<file path="config.mk">
export PLATFORM = sky130hd
export DESIGN_NAME = channel_scanner_flat
export DESIGN_NICKNAME = d
export VERILOG_FILES = /design/src/rtl/channel_scanner_pkg.sv /design/src/rtl/channel_scanner_if.sv /design/src/rtl/channel_scanner_lowest_set_bit.sv /design/src/rtl/channel_scanner.sv /design/src/flat_wrapper.sv
export SDC_FILE = /design/constraint.sdc
export NUM_CORES = 1
export LEC_CHECK = 0
export ABC_AREA = 1
export CORE_MARGIN = 2
export CORE_UTILIZATION = 55
export CTS_CLUSTER_SIZE = 20
export DETAILED_ROUTE_END_ITERATION = 8
export GPL_ROUTABILITY_DRIVEN = 0
export PLACE_DENSITY = 0.84
export SYNTH_ARGS = -nofsm -noshare
export SYNTH_HDL_FRONTEND = slang
export SYNTH_HIERARCHICAL = 1
export SYNTH_SLANG_ARGS = --single-unit
</file>
<file path="constraint.sdc">
create_clock -name clk -period 2.9 [get_ports clk]
set_clock_uncertainty 0.1 [all_clocks]
set_input_delay 0.435 -clock clk [delete_from_list [all_inputs] [get_ports clk]]
set_output_delay 0.435 -clock clk [all_outputs]
set_load 0.1 [all_outputs]
</file>
<file path="src/rtl/channel_scanner_pkg.sv">
// Shared types and sizing for the channel scanner that sequences the 6-way 4-bit mux.
// The unused select code SEL_PARK makes the mux output zero while no scan is running.
package scanner_pkg;
  localparam int NUM_CH  = 6;
  localparam int SEL_W   = 3;
  localparam int DATA_W  = 4;
  localparam int DWELL_W = 4;

  localparam logic [SEL_W-1:0] SEL_PARK = 3'b110;

  typedef enum logic [1:0] {IDLE, SETTLE, EMIT, DONE} state_t;

  function automatic logic [NUM_CH-1:0] ch_bit(input logic [SEL_W-1:0] ch);
    return NUM_CH'(1) << ch;
  endfunction
endpackage

</file>
<file path="src/rtl/channel_scanner_if.sv">
// Control, mux-side and output-stream signals of the channel scanner.
interface channel_scanner_if;
  import scanner_pkg::*;

  logic              start;
  logic [NUM_CH-1:0] ch_mask;
  logic [DWELL_W-1:0] dwell;
  logic [SEL_W-1:0]  sel;
  logic [DATA_W-1:0] mux_data;
  logic              out_valid;
  logic              out_ready;
  logic [DATA_W-1:0] out_data;
  logic [SEL_W-1:0]  out_ch;
  logic              busy;
  logic              done;

  modport master (
    input  start, ch_mask, dwell, mux_data, out_ready,
    output sel, out_valid, out_data, out_ch, busy, done
  );

  modport slave (
    output start, ch_mask, dwell, mux_data, out_ready,
    input  sel, out_valid, out_data, out_ch, busy, done
  );
endinterface

</file>
<file path="src/rtl/channel_scanner_lowest_set_bit.sv">
// Priority encoder: index of the lowest set bit of a channel mask, plus a non-empty flag.
module lowest_set_bit
  import scanner_pkg::*;
(
  input  logic [NUM_CH-1:0] mask,
  output logic [SEL_W-1:0]  idx,
  output logic              any
);

  always_comb begin
    idx = '0;
    any = 1'b0;
    for (int i = NUM_CH - 1; i >= 0; i--) begin
      if (mask[i]) begin
        idx = SEL_W'(i);
        any = 1'b1;
      end
    end
  end

endmodule

</file>
<file path="src/rtl/channel_scanner.sv">
// Walks the enabled mux channels in ascending order, waits the settle time on each,
// and hands every captured sample to a valid/ready stream.
module channel_scanner
  import scanner_pkg::*;
(
  input logic clk,
  input logic areset_n,
  channel_scanner_if.master bus
);

  state_t             state, state_nxt;
  logic [NUM_CH-1:0]  pending;
  logic [NUM_CH-1:0]  remaining;
  logic [DWELL_W-1:0] cnt;
  logic [DWELL_W-1:0] dwell_r;
  logic [SEL_W-1:0]   sel_r;
  logic [SEL_W-1:0]   out_ch_r;
  logic [DATA_W-1:0]  out_data_r;
  logic               done_r;
  logic [SEL_W-1:0]   first_idx, next_idx;
  logic               first_any, next_any;

  // Channels still to visit once the current one has been handed off.
  assign remaining = pending & ~ch_bit(sel_r);

  lowest_set_bit u_first (
    .mask (bus.ch_mask),
    .idx  (first_idx),
    .any  (first_any)
  );

  lowest_set_bit u_next (
    .mask (remaining),
    .idx  (next_idx),
    .any  (next_any)
  );

  always_ff @(posedge clk or negedge areset_n) begin
    if (!areset_n) state <= IDLE;
    else           state <= state_nxt;
  end

  always_comb begin
    state_nxt = state;
    case (state)
      IDLE:    if (bus.start && first_any) state_nxt = SETTLE;
      SETTLE:  if (cnt == '0) state_nxt = EMIT;
      EMIT:    if (bus.out_ready) state_nxt = next_any ? SETTLE : DONE;
      DONE:    state_nxt = IDLE;
      default: state_nxt = IDLE;
    endcase
  end

  // Mask and dwell are latched at scan start so later input changes cannot disturb a scan.
  always_ff @(posedge clk or negedge areset_n) begin
    if (!areset_n) begin
      pending    <= '0;
      cnt        <= '0;
      dwell_r    <= '0;
      sel_r      <= SEL_PARK;
      out_data_r <= '0;
      out_ch_r   <= '0;
      done_r     <= 1'b0;
    end else begin
      done_r <= 1'b0;
      case (state)
        IDLE: begin
          if (bus.start) begin
            if (first_any) begin
              pending <= bus.ch_mask;
              cnt     <= bus.dwell;
              dwell_r <= bus.dwell;
              sel_r   <= first_idx;
            end else begin
              done_r  <= 1'b1;
            end
          end
        end
        SETTLE: begin
          if (cnt != '0) begin
            cnt <= cnt - DWELL_W'(1);
          end else begin
            out_data_r <= bus.mux_data;
            out_ch_r   <= sel_r;
          end
        end
        EMIT: begin
          if (bus.out_ready) begin
            pending <= remaining;
            if (next_any) begin
              sel_r <= next_idx;
              cnt   <= dwell_r;
            end else begin
              sel_r  <= SEL_PARK;
              done_r <= 1'b1;
            end
          end
        end
        default: ;
      endcase
    end
  end

  assign bus.sel       = sel_r;
  assign bus.out_valid = (state == EMIT);
  assign bus.out_data  = out_data_r;
  assign bus.out_ch    = out_ch_r;
  assign bus.busy      = (state != IDLE);
  assign bus.done      = done_r;

endmodule

</file>
<file path="src/flat_wrapper.sv">
// flat-port wrapper written by rule: the top's interface ports become plain ports
module channel_scanner_flat import scanner_pkg::*;
  (clk, areset_n, bus_start, bus_ch_mask, bus_dwell, bus_mux_data, bus_out_ready, bus_sel, bus_out_valid, bus_out_data, bus_out_ch, bus_busy, bus_done);
  channel_scanner_if bus_i ();
  input logic clk;
  input logic areset_n;
  input wire logic [$bits(bus_i.start)-1:0] bus_start;
  input wire logic [$bits(bus_i.ch_mask)-1:0] bus_ch_mask;
  input wire logic [$bits(bus_i.dwell)-1:0] bus_dwell;
  input wire logic [$bits(bus_i.mux_data)-1:0] bus_mux_data;
  input wire logic [$bits(bus_i.out_ready)-1:0] bus_out_ready;
  output wire logic [$bits(bus_i.sel)-1:0] bus_sel;
  output wire logic [$bits(bus_i.out_valid)-1:0] bus_out_valid;
  output wire logic [$bits(bus_i.out_data)-1:0] bus_out_data;
  output wire logic [$bits(bus_i.out_ch)-1:0] bus_out_ch;
  output wire logic [$bits(bus_i.busy)-1:0] bus_busy;
  output wire logic [$bits(bus_i.done)-1:0] bus_done;
  assign bus_i.start = bus_start;
  assign bus_i.ch_mask = bus_ch_mask;
  assign bus_i.dwell = bus_dwell;
  assign bus_i.mux_data = bus_mux_data;
  assign bus_i.out_ready = bus_out_ready;
  assign bus_sel = bus_i.sel;
  assign bus_out_valid = bus_i.out_valid;
  assign bus_out_data = bus_i.out_data;
  assign bus_out_ch = bus_i.out_ch;
  assign bus_busy = bus_i.busy;
  assign bus_done = bus_i.done;
  channel_scanner u_core (.clk(clk), .areset_n(areset_n), .bus(bus_i));
endmodule
</file>
==> impl_metrics.py <==
metrics = {
    "logic_synthesis": {
        "synth-seq-cells": 27,
        "syn_inst": 224,
        "synth_cell_types": 27,
        "syn-cell-area_um2": 1640,
        "avgSynthCellArea_um2": 7.31,
        "seq_area_frac_synth_pct": 41.4,
        "yosys-top-cells-area": "dfrtp_1, nand2_1, inv_1",
        "synth_top_area_share_pct": 38.2,
        "yosys_warnings": 6,
        "synth_top_area_cell": "dfrtp_1",
        "syn_nets": 247,
    },
    "job": {
        "maxCapViolCount": 0,
    },
    "worst_setup_path": {
        "arrival_ns": 1.74,
        "reg2reg_from": "u_core/bus.sel[1]",
        "crit_type": "reg -> out",
        "required_ns": 2.37,
        "crit_path_end_kind": "output pin",
        "r2r_setup_slack_ns": 0.82,
        "r2r_cells": 13,
        "regToRegEndpoint": "u_core/cnt[2]",
        "startpoint_type": "flop",
        "cp_max_fo": 13,
    },
    "grt": {
        "antenna_found_initial": 0,
        "grt_pass1_vias": 1408,
        "grt_pass1_wl_um": 5770,
        "grt_max_degree": 28,
        "gr-total-overflow": 0,
        "grt.total_usage_pct": 21.9,
    },
    "layout": {
        "fin_area_um2": 1960,
        "drive_gt1_share_pct": 17.2,
        "multi_input_area_um2": 808,
        "fillCellCount": 249,
        "ff_latch_area_um2": 678,
        "n_antenna_cell": 0,
        "nets": 280,
        "syn2layout_area_growth_pct": 19.7,
    },
    "clocking": {
        "cts_resized": 0,
        "cts.path.max_buffers": 2,
        "root_buffer": "clkbuf_4",
        "htree_num_levels": 1,
        "cts.clk_slew.worst_paths_ns": 0.15,
        "cts_tree": "built",
        "clkLatencyLatePin_ns": 0.33,
        "cts_buffers": 3,
        "ctsHoldBuffers": 0,
        "post_cts_buffers": 0,
        "clock_sinks": 27,
    },
    "sta": {
        "relSlewSlack_pct": 65.7,
        "whs_ns": 0.345,
        "finalSetupTns_ns": 0,
        "max_freq_mhz": 439,
        "rsz0062_at_grt": "no",
        "worstMarginPinSlew_ns": 0.513,
        "hold_viol": 0,
        "period_share_pct": 78.6,
        "fin_crit_ns": 2.28,
        "setup_viol": 0,
        "slew_violations": 0,
    },
    "floorplanning": {
        "core_area_um2": 2780,
        "io_pins": 31,
        "fp.dieW_um": 58.6,
        "design.die.area_um2": 3430,
        "initial_core_util_pct": 58.9,
        "rows": 19,
        "die_y_um": 58.6,
    },
    "route": {
        "vias": 1452,
        "drt_wl_total_um": 3340,
        "drt_pass1_iterations": 5,
        "via_per_inst": 5.06,
        "drc": 0,
        "wl_per_cell_um": 11.7,
        "first_iter_violations": 63,
        "antenna_left": 0,
    },
    "placed_design": {
        "portBuffers": 30,
        "place_hpwl_um": 2610,
        "place_area_um2": 1930,
    },
    "outcome": {
        "outcome": "completed",
    },
    "min_path": {
        "hold_path.class": "in -> async",
    },
}
## cells by family after synthesis
family | synth area share (%)
flip-flops | 41.4
multiplexers | 2.06
AO/OA/AOI/OAI | 11.8
buffers and inverters | 9.24
AND/OR/NAND/NOR | 31.6
adder cells (fa/ha/maj) | 3.82
## layout by cell type (no fill, tap or decap), types with 3 or more instances in the layout
| master | synthesis | final |
|---|---|---|
| clkdlybuf4s50_1 | 0 | 17 |
| nand2_1 | 82 | 82 |
| buf_4 | 0 | 14 |
| dfrtp_1 | 25 | 25 |
| o21ai_0 | 15 | 15 |
| nor2_1 | 11 | 11 |
| ha_1 | 5 | 5 |
| nand2_2 | 3 | 3 |
| clkbuf_4 | 0 | 3 |
| nand2_4 | 3 | 3 |
| o21ai_1 | 5 | 5 |
| nand3_1 | 6 | 6 |
| mux2_2 | 3 | 3 |
| inv_2 | 3 | 3 |
| inv_1 | 29 | 29 |
| nor2_2 | 6 | 6 |
| a21oi_1 | 8 | 8 |
## synthesized netlist by cell type, drive strengths merged
| master | n |
|---|---|
| buf | 3 |
| o21ai | 22 |
| mux2 | 3 |
| nand2 | 88 |
| nand4 | 2 |
| o22ai | 2 |
| dfstp | 2 |
| dfrtp | 25 |
| clkinv | 1 |
| ha | 5 |
| nor3 | 2 |
| nor2 | 17 |
| or2 | 1 |
| inv | 33 |
| o21a | 1 |
| nand3 | 8 |
| a21oi | 9 |
## worst max-delay path, stage by stage, from the launching register on
cell	delay, ns
dfrtp_1	0.45
inv_1	0.09
ha_1	0.48
buf_4	0.39
## area by class of cell
class | instances | area share (%)
Tap cell | 31 | 1.98
Multi-Input combinational cell | 160 | 41.2
Clock inverter | 1 | 0.383
Timing Repair Buffer | 31 | 14.0
Clock buffer | 3 | 1.15
Inverter | 34 | 6.64
Sequential cell | 27 | 34.6
## routing by layer
| metal | wire, µm | up-vias | GRT usage (%) | part of all wire, % |
|---|---|---|---|---|
| met1 | 1450 | 656 | 27.0 | 43 |
| met2 | 1740 | 36 | 40.4 | 52 |
| met5 | 0 | - | 0 | 0 |
| met4 | 10 | 0 | 4.87 | 0.30 |
| li1 | - | 758 | - | - |
| met3 | 142 | 2 | 3.30 | 4.2 |
## how the worst max path moves through the flow
| stage | start | endpoint | slack, ns | cells after the start |
|---|---|---|---|---|
| floorplan | u_core/bus.sel[0] | u_core/cnt[2] | 0.55 | 12 |
| global placement | bus_ch_mask[1] | u_core/pending[0] | 0.74 | 10 |
| detailed placement | bus_ch_mask[0] | u_core/pending[2] | 0.71 | 10 |
| CTS | u_core/state[0] | bus_out_valid | 0.61 | 3 |
| global route | u_core/state[0] | bus_out_valid | 0.50 | 3 |
| finish | u_core/state[0] | bus_out_valid | 0.62 | 3 |
## flip-flops by register name, summed over array words and instances (netlist names)
signal	cells
u_core/bus.sel	3
u_core/bus.out_data	4
u_core/bus.done	1
u_core/dwell_r	4
u_core/bus.out_ch	3
u_core/state	2
u_core/pending	6
u_core/cnt	4
## per-stage QoR
stage          utilization, %  setup slack [ns]  std cells
5_1_grt                  70.5             0.504        287
6_report                 70.5             0.621        287
3_5_place_dp             69.4             0.706        283
2_1_floorplan               -             0.550        224
3_3_place_gp             69.4             0.736        283
4_1_cts                  70.5             0.606        287
Power is not shown: default switching activity piles up to over one toggle a cycle in this logic, so the estimate is an artifact.
